## src/rtl/esm_pkg.sv

```systemverilog
// esm_pkg -- shared definitions for the in-order issue buffer (esm).
//   Instruction field positions (RV32I), register-file size, the NOP/bubble
//   value and the FIFO entry layout used by esm and esm_fifo.
package esm_pkg;

   localparam int INSTR_W  = 32;   // entry instruction width (RV32I)
   localparam int REG_AW   = 5;    // register index width
   localparam int NUM_REGS = 32;   // architectural registers x0..x31
   localparam int RD_LSB   = 7;    // rd  = instr[11:7]
   localparam int RS1_LSB  = 15;   // rs1 = instr[19:15]
   localparam int RS2_LSB  = 20;   // rs2 = instr[24:20]

   localparam logic [INSTR_W-1:0] NOP = '0;   // all-zero word = no instruction / bubble

   typedef struct packed {
      logic [INSTR_W-1:0] instr;
      logic               reg_write;
      logic               alu_src;
   } entry_t;

endpackage

```

## src/rtl/esm_fifo.sv

```systemverilog
// esm_fifo -- in-order FIFO of DEPTH entries, DW bits each.
//   clk, rst : clock, synchronous active-high reset (empties the FIFO)
//   push/din : write din at the tail (ignored when full, unless popping too)
//   pop/dout : dout is the current head; pop removes it (ignored when empty)
//   full, empty, count : occupancy, count ranges 0..DEPTH
module esm_fifo #(
   parameter int DEPTH = 16,
   parameter int DW    = 34
) (
   input  logic                     clk,
   input  logic                     rst,
   input  logic                     push,
   input  logic                     pop,
   input  logic [DW-1:0]            din,
   output logic [DW-1:0]            dout,
   output logic                     full,
   output logic                     empty,
   output logic [$clog2(DEPTH):0]   count
);

   localparam int AW = $clog2(DEPTH);

   logic [DW-1:0] mem_q [DEPTH];
   logic [AW-1:0] wptr_q, wptr_d, rptr_q, rptr_d;
   logic [AW:0]   count_q, count_d;
   logic          do_push, do_pop;

   assign full  = (count_q == (AW+1)'(DEPTH));
   assign empty = (count_q == '0);
   assign count = count_q;
   assign dout  = mem_q[rptr_q];

   // A push into a full FIFO is accepted only when the head leaves on the same edge.
   assign do_pop  = pop & ~empty;
   assign do_push = push & (~full | do_pop);

   always_comb begin
      // Power-of-two depth: pointer overflow is the modulo wrap.
      wptr_d  = wptr_q + {{(AW-1){1'b0}}, do_push};
      rptr_d  = rptr_q + {{(AW-1){1'b0}}, do_pop};
      count_d = count_q + {{AW{1'b0}}, do_push} - {{AW{1'b0}}, do_pop};
   end

   always_ff @(posedge clk) begin
      if (rst) begin
         wptr_q  <= '0;
         rptr_q  <= '0;
         count_q <= '0;
      end else begin
         wptr_q  <= wptr_d;
         rptr_q  <= rptr_d;
         count_q <= count_d;
      end
   end

   // Storage needs no reset: only slots between the pointers are ever read.
   always_ff @(posedge clk) begin
      if (!rst && do_push) mem_q[wptr_q] <= din;
   end

endmodule

```

## src/rtl/esm.sv

```systemverilog
// esm -- in-order instruction buffer with scoreboard-based issue.
//   clk, rst  : clock, synchronous active-high reset
//   Instr_in  : offered instruction (0 = none), with RegWrite / ALUSrc flags
//   Instr_out : registered issued instruction (0 = bubble)
// Instructions queue in esm_fifo; the head issues when neither of its source
// registers has a pending write. Each register has a 2-bit countdown set to
// LAT when a writer issues.
module esm
   import esm_pkg::*;
#(
   parameter int Instruction_word_size = 32,
   parameter int bs                    = 16,
   parameter int LAT                   = 2
) (
   input  logic                             clk,
   input  logic                             rst,
   input  logic [Instruction_word_size-1:0] Instr_in,
   input  logic                             RegWrite,
   input  logic                             ALUSrc,
   output logic [Instruction_word_size-1:0] Instr_out
);

   localparam logic [1:0] LAT_V = 2'(LAT);

   entry_t                  push_entry, head;
   logic                    fifo_full, fifo_empty;
   logic [$clog2(bs):0]     fifo_count;
   logic                    push, issue, hazard;
   logic [REG_AW-1:0]       rs1, rs2, rd;

   logic [1:0]                       busy_q [NUM_REGS];
   logic [1:0]                       busy_d [NUM_REGS];
   logic [Instruction_word_size-1:0] instr_out_q, instr_out_d;

   assign push_entry.instr     = INSTR_W'(Instr_in);
   assign push_entry.reg_write = RegWrite;
   assign push_entry.alu_src   = ALUSrc;

   assign rs1 = head.instr[RS1_LSB +: REG_AW];
   assign rs2 = head.instr[RS2_LSB +: REG_AW];
   assign rd  = head.instr[RD_LSB  +: REG_AW];

   // Field decode is opcode-blind: every head is checked on rs1, and on rs2
   // unless it takes an immediate.
   assign hazard = ((rs1 != '0) && (busy_q[rs1] != 2'd0)) ||
                   (!head.alu_src && (rs2 != '0) && (busy_q[rs2] != 2'd0));
   assign issue  = !fifo_empty && !hazard;
   assign push   = (Instr_in != '0) && (!fifo_full || issue);

   esm_fifo #(
      .DEPTH (bs),
      .DW    ($bits(entry_t))
   ) u_fifo (
      .clk   (clk),
      .rst   (rst),
      .push  (push),
      .pop   (issue),
      .din   (push_entry),
      .dout  (head),
      .full  (fifo_full),
      .empty (fifo_empty),
      .count (fifo_count)
   );

   always_comb begin
      instr_out_d = issue ? Instruction_word_size'(head.instr) : Instruction_word_size'(NOP);
      for (int r = 0; r < NUM_REGS; r++) begin
         busy_d[r] = busy_q[r];
         if (busy_q[r] != 2'd0) busy_d[r] = busy_q[r] - 2'd1;
      end
      // A new writer's countdown overrides the same-edge decrement.
      if (issue && head.reg_write && (rd != '0)) busy_d[rd] = LAT_V;
   end

   always_ff @(posedge clk) begin
      if (rst) begin
         instr_out_q <= '0;
         for (int r = 0; r < NUM_REGS; r++) busy_q[r] <= 2'd0;
      end else begin
         instr_out_q <= instr_out_d;
         for (int r = 0; r < NUM_REGS; r++) busy_q[r] <= busy_d[r];
      end
   end

   assign Instr_out = instr_out_q;

endmodule

```

## config.mk

```make
export PLATFORM = sky130hd
export DESIGN_NAME = esm
export DESIGN_NICKNAME = d
export VERILOG_FILES = /design/src/rtl/esm_pkg.sv /design/src/rtl/esm_fifo.sv /design/src/rtl/esm.sv
export SDC_FILE = /design/constraint.sdc
export NUM_CORES = 1
export LEC_CHECK = 0
export ABC_AREA = 1
export CAP_MARGIN = 40
export CORE_MARGIN = 2
export CORE_UTILIZATION = 25
export DETAILED_ROUTE_END_ITERATION = 10
export SLEW_MARGIN = 15
export SYNTH_ARGS = -nofsm -noshare
export SYNTH_HDL_FRONTEND = slang
export SYNTH_SLANG_ARGS = --single-unit
```

## constraint.sdc

```tcl
create_clock -name clk -period 9.4 [get_ports clk]
set_clock_uncertainty 0.1 [all_clocks]
set_input_delay 0.94 -clock clk [delete_from_list [all_inputs] [get_ports clk]]
set_output_delay 0.94 -clock clk [all_outputs]
set_load 0.005 [all_outputs]
```

==> results of run 1 <==
Yosys cell counts (34+ instances only):
cell type,n,area (um^2)
sky130_fd_sc_hd__o221ai_1,55,482
sky130_fd_sc_hd__nand4_1,34,213
sky130_fd_sc_hd__a21oi_1,79,395
sky130_fd_sc_hd__o21ai_0,230,1150
sky130_fd_sc_hd__clkbuf_1,59,221
sky130_fd_sc_hd__inv_1,97,364
sky130_fd_sc_hd__buf_2,37,185
sky130_fd_sc_hd__nand2_1,321,1200
sky130_fd_sc_hd__nor2_1,380,1430
sky130_fd_sc_hd__edfxtp_1,544,16300
sky130_fd_sc_hd__dfxtp_1,109,2180
sky130_fd_sc_hd__nand3_1,155,776
area by class of cell:
type	instances	area [um^2]
fill	10643	74400
tap	1391	1740
clock inverter	29	349
antenna	1	2.50
sequential	653	18500
clock buffer	92	1880
timing repair buffer	114	1160
multi-input combinational	1435	7060
inverter	107	410
through the flow:
| stage | total power [mW] | instances |
|---|---|---|
| after detailed placement | 6.13 | 3700 |
| after CTS | 8.85 | 3821 |
| final | 8.82 | 3822 |
| after global routing | 9.26 | 3821 |
| after global placement | 6.03 | 3691 |
| after floorplan | 5.28 | 2333 |
where the power goes:
group / internal, mW / total [mW] / switching [mW]
clock: 1.58 / 2.72 / 1.13
combinational: 0.741 / 2.64 / 1.90
sequential: 3.35 / 3.46 / 0.114
registers in the layout, summed over array words and instances (netlist names):
signal	count
busy_q	64
u_fifo.mem_q	544
u_fifo.wptr_q	4
u_fifo.count	5
u_fifo.rptr_q	4
Instr_out	32
worst max-delay path by stage:
stage                          endpoint  cells past startpoint  slack (ps)
floorplan           u_fifo.mem_q[11][0]                     19        5310
global placement        u_fifo.count[4]                     23        3270
detailed placement   u_fifo.mem_q[8][2]                     18        3720
CTS                  u_fifo.mem_q[8][8]                     18        3720
global route         u_fifo.mem_q[8][5]                     18        3310
finish               u_fifo.mem_q[8][5]                     18        3700
metal layers:
metal  share of wire  up-vias  GRT usage
li1                -     8391          -
met3           0.072      102     0.0239
met5         0.00032        -          0
met4           0.019        4     0.0333
met2            0.45      674      0.196
met1            0.46     8828      0.184
logic make-up (layout without fill, tap and decap cells):
family / after synthesis / after routing / share of synthesized area
compound gates: 450 / 450 / 0.0975
xor+xnor: 3 / 3 / 0.000986
buf+inv: 245 / 342 / 0.0446
flops: 653 / 653 / 0.695
fa+ha+maj: 11 / 11 / 0.00545
simple gates: 971 / 971 / 0.157
other cells: 0 / 1 / 0
worst max-delay path: stages, from the launching register on:
cell                       delay (ps)
sky130_fd_sc_hd__dfxtp_4          510
sky130_fd_sc_hd__inv_4            510
sky130_fd_sc_hd__buf_4            650
sky130_fd_sc_hd__o211ai_1         180
sky130_fd_sc_hd__nand3_1          120
sky130_fd_sc_hd__nand3_2          170
sky130_fd_sc_hd__nand2_1          370
sky130_fd_sc_hd__inv_1            230
sky130_fd_sc_hd__nand2_1          110
sky130_fd_sc_hd__nand3_1           70
sky130_fd_sc_hd__nand3_1          100
sky130_fd_sc_hd__nand3_1          150
sky130_fd_sc_hd__nand2_1          110
sky130_fd_sc_hd__nand3_1          110
sky130_fd_sc_hd__nand2_1          100
sky130_fd_sc_hd__nand3_2          300
sky130_fd_sc_hd__buf_16           300
sky130_fd_sc_hd__nor2_4           540
sky130_fd_sc_hd__buf_4            480
layout by cell type (no fill, tap or decap), drive strengths merged, types with 10 or more instances in the layout:
cell / n
o22ai: 31
a31oi: 17
o221ai: 55
ha: 10
clkbuf: 92
nand4: 34
inv: 111
clkinv: 17
nand2: 327
nand3: 161
nor2: 412
buf: 48
a21oi: 80
edfxtp: 544
dfxtp: 109
o211ai: 15
o21ai: 244
or2: 23
clkdlybuf4s50: 66
==> implementation parameters, run 1 <==
Parameter                              Value

Detailed routing
  Number of nets still failing antenna checks after routing    0
  Drc violations    0
  Count of vias placed by the detailed router    17999
  Average via count per standard cell    4.71
  Number of design-rule violations left by the first detailed-router iteration    2022
  Wire length reported by the detailed router    between 70000 and 80000 um
  Number of detailed-route iterations in the first pass    5
  Post-DR wirelength/cell    roughly 19 um

Global routing
  Pin count of the biggest net entering global routing    just over 70
  Number of global-route vias before repair    17217
  Antenna violations before repair    4
  Global-route wire length before repair    roughly 110000 um
  Total grt overflow    0
  GR Util All Layers    0.128

Synth
  Synthesized instance count    2333
  Summed instance area of the synthesized netlist    around 27000 um^2
  Sequential-to-total area share from yosys stat    0.695
  Post-synthesis sequential element count    653
  Post-Syn Nets    between 2000 and 2500
  Syn. warnings    0
  Number of enable flip-flop cells after synthesis    roughly 540
  Share of async-settable or async-resettable flops after synthesis    0
  Distinct cells, synth    43
  Most used flip-flop cell after synthesis    sky130_fd_sc_hd__edfxtp_1
  Post-synthesis area per instance    11.4 um^2

Die
  Number of rows in the core area    119
  DIE HEIGHT    330 um
  DIE AREA    roughly 110000 um^2
  Core Footprint    roughly 110000 um^2
  Die extent in x    ~330 um
  Number of ports placed on the die boundary    between 60 and 70
  Initial core utilization    0.252

Pwr
  Leakage    around 11 nW
  Max VDD drop    just over 0.3 mV
  Total power per unit cell area    283 nW/um^2

Setup path
  Setup slack, reg-to-reg    between 3000 and 4000 ps
  Critical Path Start Type    register
  Register-to-Register Path Depth    18
  Required time worst endpoint    between 9000 and 10000 ps
  Critical path launch point    u_fifo.rptr_q[1]
  Origin of the critical flop-to-flop path    u_fifo.rptr_q[1]
  Class of the most critical setup path    register to register
  Kind of end point of the critical path    register
  Reg-to-reg endpoint    u_fifo.mem_q[8][5]
  Worst path arrival time    ~5900 ps
  Highest net fanout along the worst path    58

CTS
  Post-CTS Resized    0
  Clock transition time at the flip-flop clock pins of the worst setup and hold paths    around 60 ps
  CTS Hold Bufs    0
  Inserted Clock Buffers    between 60 and 70
  Deepest clock path buffer count    3
  CTS tree    done
  Number of H-tree levels    3
  Clock Sink Count    around 650
  Clock latency at the later pin of the worst-skew pair    610 ps
  Clock Tree Root    sky130_fd_sc_hd__clkbuf_16
  Post-CTS setup repair buffer count    0

Outcome
  Outcome    complete, no violations

Placement
  Input/output buffers    67
  Post-Place Cell Area    between 20000 and 30000 um^2
  Final estimated routing congestion in global placement    between 0.8 and 0.9
  Final HPWL DP    between 40000 and 50000 um
  Place WS    about 3700 ps

STA
  RSZ-0062 raised after global routing    false
  Fin. Hold Viols    0
  Final setup margin    between 3000 and 4000 ps
  Max Fclk    175 MHz
  Hold Slack    335 ps
  Final setup viols    0
  Final number of max-transition violations    0
  Worst Max-Slew Pin Slew    ~870 ps
  Relative slew margins    0.422
  Final TNS setup    0 ps
  Crit path time final    ~5700 ps
  Final critical-path share of the clock period    0.607

Flow run
  Maximum Capacitance Violations    0

Hold path
  Hold Path Sink    busy_q[0][0]
  HP Class    register to register
  Hold Path Origin    busy_q[0][0]
  Worst hold path depth    1

Final layout
  Share of final-layout standard cells stronger than drive strength 1    0.101
  Utilization of the core after routing    0.295
  Area of all placed cells without fillers    between 30000 and 40000 um^2
  Final Net Count    roughly 2400
  Signed area change from the synthesized netlist to the final layout    16.8%
(Power assumes the default switching activity.)
==> run 2, diff against run 1 <==
Clock period 9.4 ns to 4.6 ns, I/O delays scaled along.
==> run 2 against run 1 <==
Effect of this change:
- fmax grew 37%
- combinational power grew 110%
- first-iteration DRC count shrank 10%
- wire length grew 3.2%
- count of clock-buffer cells in the layout shrank 1
- global-route usage grew 0.45 points
- sequential share of layout area shrank 0.58 points
- non-clock buffer count grew 45
- setup slack lost 3200 ps
- critical path type unchanged
- critical endpoint is now u_fifo.count[4]
- largest cell class unchanged
- largest power group unchanged
==> implementation parameters, run 2 (synthesized netlist as in run 1, its figures left out) <==
Parameter                              Value

Outcome
  Outcome    complete, no violations

CTS
  Clock transition time at the flip-flop clock pins of the worst setup and hold paths    60 ps (about the same)
  Inserted Clock Buffers    59 (-11%)
  Number of H-tree levels    2 (-1)
  CTS Hold Bufs    0 (unchanged)
  Deepest clock path buffer count    3 (unchanged)
  Clock Sink Count    653 (unchanged)
  Clock latency at the later pin of the worst-skew pair    650 ps (+40 ps)
  CTS tree    done
  Clock Tree Root    sky130_fd_sc_hd__clkbuf_16
  Post-CTS Resized    0 (unchanged)
  Post-CTS setup repair buffer count    0 (unchanged)

Pwr
  Total design power    17.5 mW (+98%)
  Switching power    6.24 mW (+99%)
  Total power per unit cell area    555 nW/um^2 (+96%)
  Max VDD drop    0.409 mV (+32%)
  Internal power component    11.2 mW (+97%)
  Switching share of power    0.358 (+0.00130)
  Share of power burned in combinational logic    0.319 (+0.020)
  Sequential fraction of design power    0.400 (+0.007)
  Leakage    10.7 nW (+1.3%)
  Fraction of power consumed by the clock network    0.282 (-0.026)

Final layout
  Most frequent cells in the layout    sky130_fd_sc_hd__edfxtp_1, sky130_fd_sc_hd__nor2_1, sky130_fd_sc_hd__nand2_1
  Filler Cells Inserted    10682 (+0.37%)
  Area of all placed cells without fillers    31400 um^2 (+0.98%)
  Non-filler cells in the finished layout    3857 (+0.92%)
  Signed area change from the synthesized netlist to the final layout    18.0%
  Final Net Count    2462 (+1.6%)
  Share of final-layout standard cells stronger than drive strength 1    0.111 (+0.00992)
  Flip-flop count of the largest register, all copies and words added    544 (unchanged)
  Biggest register    u_fifo.mem_q
  Most common cell after layout, fill and taps aside    sky130_fd_sc_hd__edfxtp_1
  Utilization of the core after routing    0.298 (+0.00288)

Hold path
  HP Class    primary input to register

STA
  Worst Max-Slew Pin Slew    858 ps (-9.39 ps)
  Crit path time final    4150 ps (-1550 ps)
  Final TNS setup    0 ps (unchanged)
  Final setup viols    0 (unchanged)
  Hold Slack    297 ps (-37.9 ps)
  Fin. Hold Viols    0 (unchanged)
  RSZ-0062 raised after global routing    false
  Final setup margin    450 ps (-3250 ps)
  Final critical-path share of the clock period    0.902 (+0.296)
  Relative slew margins    0.427 (+0.00490)
  Max Fclk    241 MHz (+37%)
  Final number of max-transition violations    0 (unchanged)

Detailed routing
  Wire length reported by the detailed router    73200 um (+3.2%)
  Number of nets still failing antenna checks after routing    0 (unchanged)
  Drc violations    0 (unchanged)
  Post-DR wirelength/cell    19.0 um (+2.3%)
  Number of design-rule violations left by the first detailed-router iteration    1815 (-10%)
  Count of vias placed by the detailed router    18196 (+1.1%)
  Number of detailed-route iterations in the first pass    8 (+3)
  Average via count per standard cell    4.72 (+0.18%)

Setup path
  Critical Path Start Type    register
  Worst path arrival time    4540 ps (-1320 ps)
  Highest net fanout along the worst path    27 (-53%)
  Class of the most critical setup path    register to register
  Kind of end point of the critical path    register
  Required time worst endpoint    4990 ps (-4570 ps)

Placement
  Cell total after placement    3745 (+1.2%)
  Input/output buffers    67 (unchanged)
  Post-Place Cell Area    29500 um^2 (+2.1%)
  Final estimated routing congestion in global placement    0.831 (+1.2%)
  Final HPWL DP    43800 um (+6.4%)
  Place WS    451 ps (-3270 ps)

Die
  Number of rows in the core area    119 (unchanged)
  Initial core utilization    0.252 (unchanged)
  Die extent in x    330 um (unchanged)
  DIE HEIGHT    330 um (unchanged)
  DIE AREA    109000 um^2 (unchanged)
  Number of ports placed on the die boundary    68 (unchanged)
  Core Footprint    106000 um^2 (unchanged)

Global routing
  GR Util All Layers    0.132 (+0.00445)
  Global-route wire length before repair    111000 um (+3.2%)
  Pin count of the biggest net entering global routing    86 (+21%)
  Antenna violations before repair    6 (+2)
  Total grt overflow    0 (unchanged)
  Number of global-route vias before repair    17417 (+1.2%)

Flow run
  Maximum Capacitance Violations    0 (unchanged)
==> run 2: area by class of cell <==
type                       count  area [um^2]  share of cell area
antenna                        1         2.50           0.0000796
clock buffer                  91         1700              0.0540
clock inverter                20          214             0.00681
inverter                     107          413              0.0131
multi-input combinational   1435         7060               0.225
sequential                   653        18500               0.589
tap                         1391         1740              0.0554
timing repair buffer         159         1780              0.0565
==> run 2: critical path, cell delays in order, from the launching register on <==
cell	delay (ps)
sky130_fd_sc_hd__dfxtp_4	450
sky130_fd_sc_hd__inv_6	130
sky130_fd_sc_hd__buf_12	200
sky130_fd_sc_hd__nor2_1	100
sky130_fd_sc_hd__o21ai_1	60
sky130_fd_sc_hd__nand3_1	90
sky130_fd_sc_hd__nand3_1	90
sky130_fd_sc_hd__nand2_1	300
sky130_fd_sc_hd__inv_2	110
sky130_fd_sc_hd__nor2_1	180
sky130_fd_sc_hd__a21boi_1	190
sky130_fd_sc_hd__nor2_1	60
sky130_fd_sc_hd__nand2_1	110
sky130_fd_sc_hd__nand2_1	100
sky130_fd_sc_hd__a21oi_4	140
sky130_fd_sc_hd__nand2_2	90
sky130_fd_sc_hd__inv_2	110
sky130_fd_sc_hd__ha_1	230
sky130_fd_sc_hd__inv_1	50
sky130_fd_sc_hd__ha_1	150
sky130_fd_sc_hd__inv_1	50
sky130_fd_sc_hd__fa_1	400
sky130_fd_sc_hd__nor3_1	200
sky130_fd_sc_hd__a211oi_1	80
sky130_fd_sc_hd__o21ai_0	160
sky130_fd_sc_hd__a21oi_1	50
==> run 2: worst paths after layout <==
| kind | start | to | slack (ps) | depth (start not counted) |
|---|---|---|---|---|
| max | u_fifo.rptr_q[1] | u_fifo.count[4] | 450 | 25 |
| min | rst | u_fifo.wptr_q[3] | 300 | 4 |
| max reg2reg | u_fifo.rptr_q[1] | u_fifo.count[4] | 450 | 25 |
| min reg2reg | busy_q[12][1] | busy_q[12][0] | 340 | 2 |
==> run 2: power by group through the flow <==
| stage | clock [mW] | sequential (mW) | combinational [mW] |
|---|---|---|---|
| finish | 4.91 | 6.98 | 5.56 |
| global route | 5.24 | 7.01 | 6.17 |
| CTS | 5.00 | 6.98 | 5.55 |
| detailed placement | 0 | 7.11 | 5.53 |
| global placement | 0 | 7.10 | 5.40 |
| floorplan | 0 | 7.08 | 3.72 |
==> run 2: per-layer routing <==
metal	GRT usage	wire (um)	up-vias
met2	0.203	32700	665
met4	0.0281	1270	10
met3	0.0266	5810	97
met5	0	57	-
met1	0.192	33300	8955
li1	-	-	8469
==> run 3, diff against run 2 <==
Settings changed: CAP_MARGIN 40 to 20, MAX_ROUTING_LAYER set to met4.
==> run 3 against run 2 <==
Effect of this change:
- clock power up 3%
- critical path depth is 3 lower
- sequential cell count unchanged
- hold slack got worse by 30 ps
- highest routed layer is now met4
==> implementation parameters, run 3 (synthesized netlist as in run 1, its figures left out) <==
Parameter                              Value

STA
  Final TNS setup    0 ps (unchanged)
  Hold Slack    268 ps (-29.9 ps)
  Final number of max-transition violations    0 (unchanged)
  Relative slew margins    0.287 (-0.140)
  Max Fclk    237 MHz (-1.8%)
  Crit path time final    4230 ps (+76.3 ps)
  Fin. Hold Viols    0 (unchanged)
  Final setup viols    0 (unchanged)
  Worst Max-Slew Pin Slew    1070 ps (+212 ps)
  RSZ-0062 raised after global routing    false
  Final critical-path share of the clock period    0.919 (+0.0166)

CTS
  Number of H-tree levels    2 (unchanged)
  Clock latency at the later pin of the worst-skew pair    650 ps (about the same)
  Clock Tree Root    sky130_fd_sc_hd__clkbuf_16
  Clock transition time at the flip-flop clock pins of the worst setup and hold paths    70 ps (about the same)
  CTS tree    done
  Post-CTS Resized    0 (unchanged)
  CTS Hold Bufs    0 (unchanged)
  Inserted Clock Buffers    60 (+1.7%)
  Post-CTS setup repair buffer count    0 (unchanged)
  Clock Sink Count    653 (unchanged)
  Deepest clock path buffer count    3 (unchanged)

Setup path
  Setup slack, reg-to-reg    370 ps (-80 ps)
  Class of the most critical setup path    register to register
  Origin of the critical flop-to-flop path    u_fifo.rptr_q[0]
  Required time worst endpoint    4840 ps (-150 ps)
  Reg-to-reg endpoint    u_fifo.mem_q[5][17]
  Critical Path Start Type    register
  Register-to-Register Path Depth    22 (-12%)
  Kind of end point of the critical path    register
  Worst path arrival time    4470 ps (-70 ps)
  Highest net fanout along the worst path    40 (+48%)

Die
  DIE AREA    109000 um^2 (unchanged)
  Number of rows in the core area    119 (unchanged)
  Initial core utilization    0.252 (unchanged)
  Number of ports placed on the die boundary    68 (unchanged)
  Core Footprint    106000 um^2 (unchanged)
  Die extent in x    330 um (unchanged)
  DIE HEIGHT    330 um (unchanged)

Final layout
  Footprint of the multi-input gates    7070 um^2 (about the same)
  Most frequent cells in the layout    sky130_fd_sc_hd__edfxtp_1, sky130_fd_sc_hd__nor2_1, sky130_fd_sc_hd__nand2_1
  Non-filler cells in the finished layout    3858 (+0.026%)
  Flip-flop count of the largest register, all copies and words added    544 (unchanged)
  Final Net Count    2456 (-0.24%)
  Share of final-layout standard cells stronger than drive strength 1    0.112 (+0.000632)
  Register Area    18500 um^2 (unchanged)
  Signed area change from the synthesized netlist to the final layout    17.6%
  Most common cell after layout, fill and taps aside    sky130_fd_sc_hd__edfxtp_1
  Filler Cells Inserted    10643 (-0.37%)
  Biggest register    u_fifo.mem_q

Detailed routing
  Post-DR wirelength/cell    18.9 um (-0.27%)
  Average via count per standard cell    4.73 (+0.34%)
  Number of design-rule violations left by the first detailed-router iteration    2061 (+14%)
  Wire length reported by the detailed router    73000 um (-0.24%)
  Number of detailed-route iterations in the first pass    5 (-3)
  Drc violations    0 (unchanged)
  Count of vias placed by the detailed router    18262 (+0.36%)
  Number of nets still failing antenna checks after routing    0 (unchanged)

Placement
  Cell total after placement    3737 (-0.21%)
  Final HPWL DP    42700 um (-2.4%)
  Input/output buffers    67 (unchanged)
  Final estimated routing congestion in global placement    0.844 (+1.6%)

Hold path
  HP Class    primary input to register
  Hold Path Sink    u_fifo.wptr_q[3]
  Worst hold path depth    4 (unchanged)
  Hold Path Origin    rst

Pwr
  Max VDD drop    0.395 mV (-3.4%)
  Leakage    10.6 nW (-0.43%)
  Total power per unit cell area    560 nW/um^2 (+0.93%)
  Total design power    17.6 mW (+0.60%)

Flow run
  Maximum Capacitance Violations    0 (unchanged)

Global routing
  Global-route wire length before repair    109000 um (-1.0%)
  Antenna violations before repair    6 (unchanged)
  Number of global-route vias before repair    17077 (-2.0%)
  Pin count of the biggest net entering global routing    103 (+20%)
  Total grt overflow    0 (unchanged)
  GR Util All Layers    0.135 (+0.00304)

Outcome
  Outcome    complete, no violations
run 3: changes by cell type in the layout (fill, tap and decap cells not counted), sizes merged:
| cell | before | now |
|---|---|---|
| nor2 | 412 | 413 |
| clkinv | 15 | 18 |
| diode | 1 | 7 |
| buf | 93 | 85 |
| bufinv | 3 | 5 |
| clkinvlp | 1 | 3 |
| clkbuf | 91 | 88 |
| inv | 108 | 106 |
run 3: where the power goes:
group,switching [mW],leakage (nW),internal [mW]
clock network,2.21,0.974,2.86
registers,0.135,5.80,6.84
logic,3.91,3.84,1.59
run 3: area by class of cell:
class,count,share of cell area
Antenna cell,7,0.000559
Sequential cell,653,0.591
Clock buffer,88,0.0546
Inverter,107,0.0132
Tap cell,1391,0.0555
Multi-Input combinational cell,1436,0.225
Clock inverter,25,0.00914
Timing Repair Buffer,151,0.0502
run 3: worst max-delay path, stage by stage (launching register included):
cell,delay [ps]
sky130_fd_sc_hd__dfxtp_4,370
sky130_fd_sc_hd__inv_6,260
sky130_fd_sc_hd__buf_4,290
sky130_fd_sc_hd__nand2_1,80
sky130_fd_sc_hd__nand2_1,70
sky130_fd_sc_hd__nand2_1,50
sky130_fd_sc_hd__nand3_1,70
sky130_fd_sc_hd__nand3_1,160
sky130_fd_sc_hd__nand2_2,210
sky130_fd_sc_hd__inv_2,110
sky130_fd_sc_hd__nor2_1,130
sky130_fd_sc_hd__nor2_1,70
sky130_fd_sc_hd__nor2_1,90
sky130_fd_sc_hd__nand3_1,70
sky130_fd_sc_hd__nand2_1,90
sky130_fd_sc_hd__nor2_2,60
sky130_fd_sc_hd__nand2_1,60
sky130_fd_sc_hd__nand3_1,110
sky130_fd_sc_hd__nand2_1,100
sky130_fd_sc_hd__nand3_2,80
sky130_fd_sc_hd__buf_12,210
sky130_fd_sc_hd__nor2_4,820
sky130_fd_sc_hd__buf_12,250
run 3: per-stage QoR:
stage | cell area [um^2] | worst slack (ps) | utilization
finish | 31300 | 373 | 0.297
global route | 31300 | 36.8 | 0.297
CTS | 31300 | 322 | 0.297
detailed placement | 29300 | 369 | 0.278
global placement | 29300 | 408 | 0.278
floorplan | 26600 | 511 | -
run 3: layer usage:
| layer | vias up | routed length, um | part of all wire | track usage |
|---|---|---|---|---|
| met5 | - | 0 | 0 | - |
| met4 | 0 | 1320 | 0.018 | 0.0297 |
| met3 | 101 | 6230 | 0.085 | 0.0268 |
| met2 | 703 | 32600 | 0.45 | 0.200 |
| met1 | 8995 | 32900 | 0.45 | 0.191 |
| li1 | 8463 | - | - | - |
run 3: worst max path at each step:
stage          depth (start not counted)              from             endpoint
2_1_floorplan                         19  u_fifo.rptr_q[0]  u_fifo.mem_q[11][0]
3_3_place_gp                          22  u_fifo.rptr_q[0]  u_fifo.mem_q[7][27]
3_5_place_dp                          22  u_fifo.rptr_q[0]  u_fifo.mem_q[7][33]
4_1_cts                               22  u_fifo.rptr_q[0]  u_fifo.mem_q[7][22]
5_1_grt                               22  u_fifo.rptr_q[0]  u_fifo.mem_q[5][17]
6_report                              22  u_fifo.rptr_q[0]  u_fifo.mem_q[5][17]
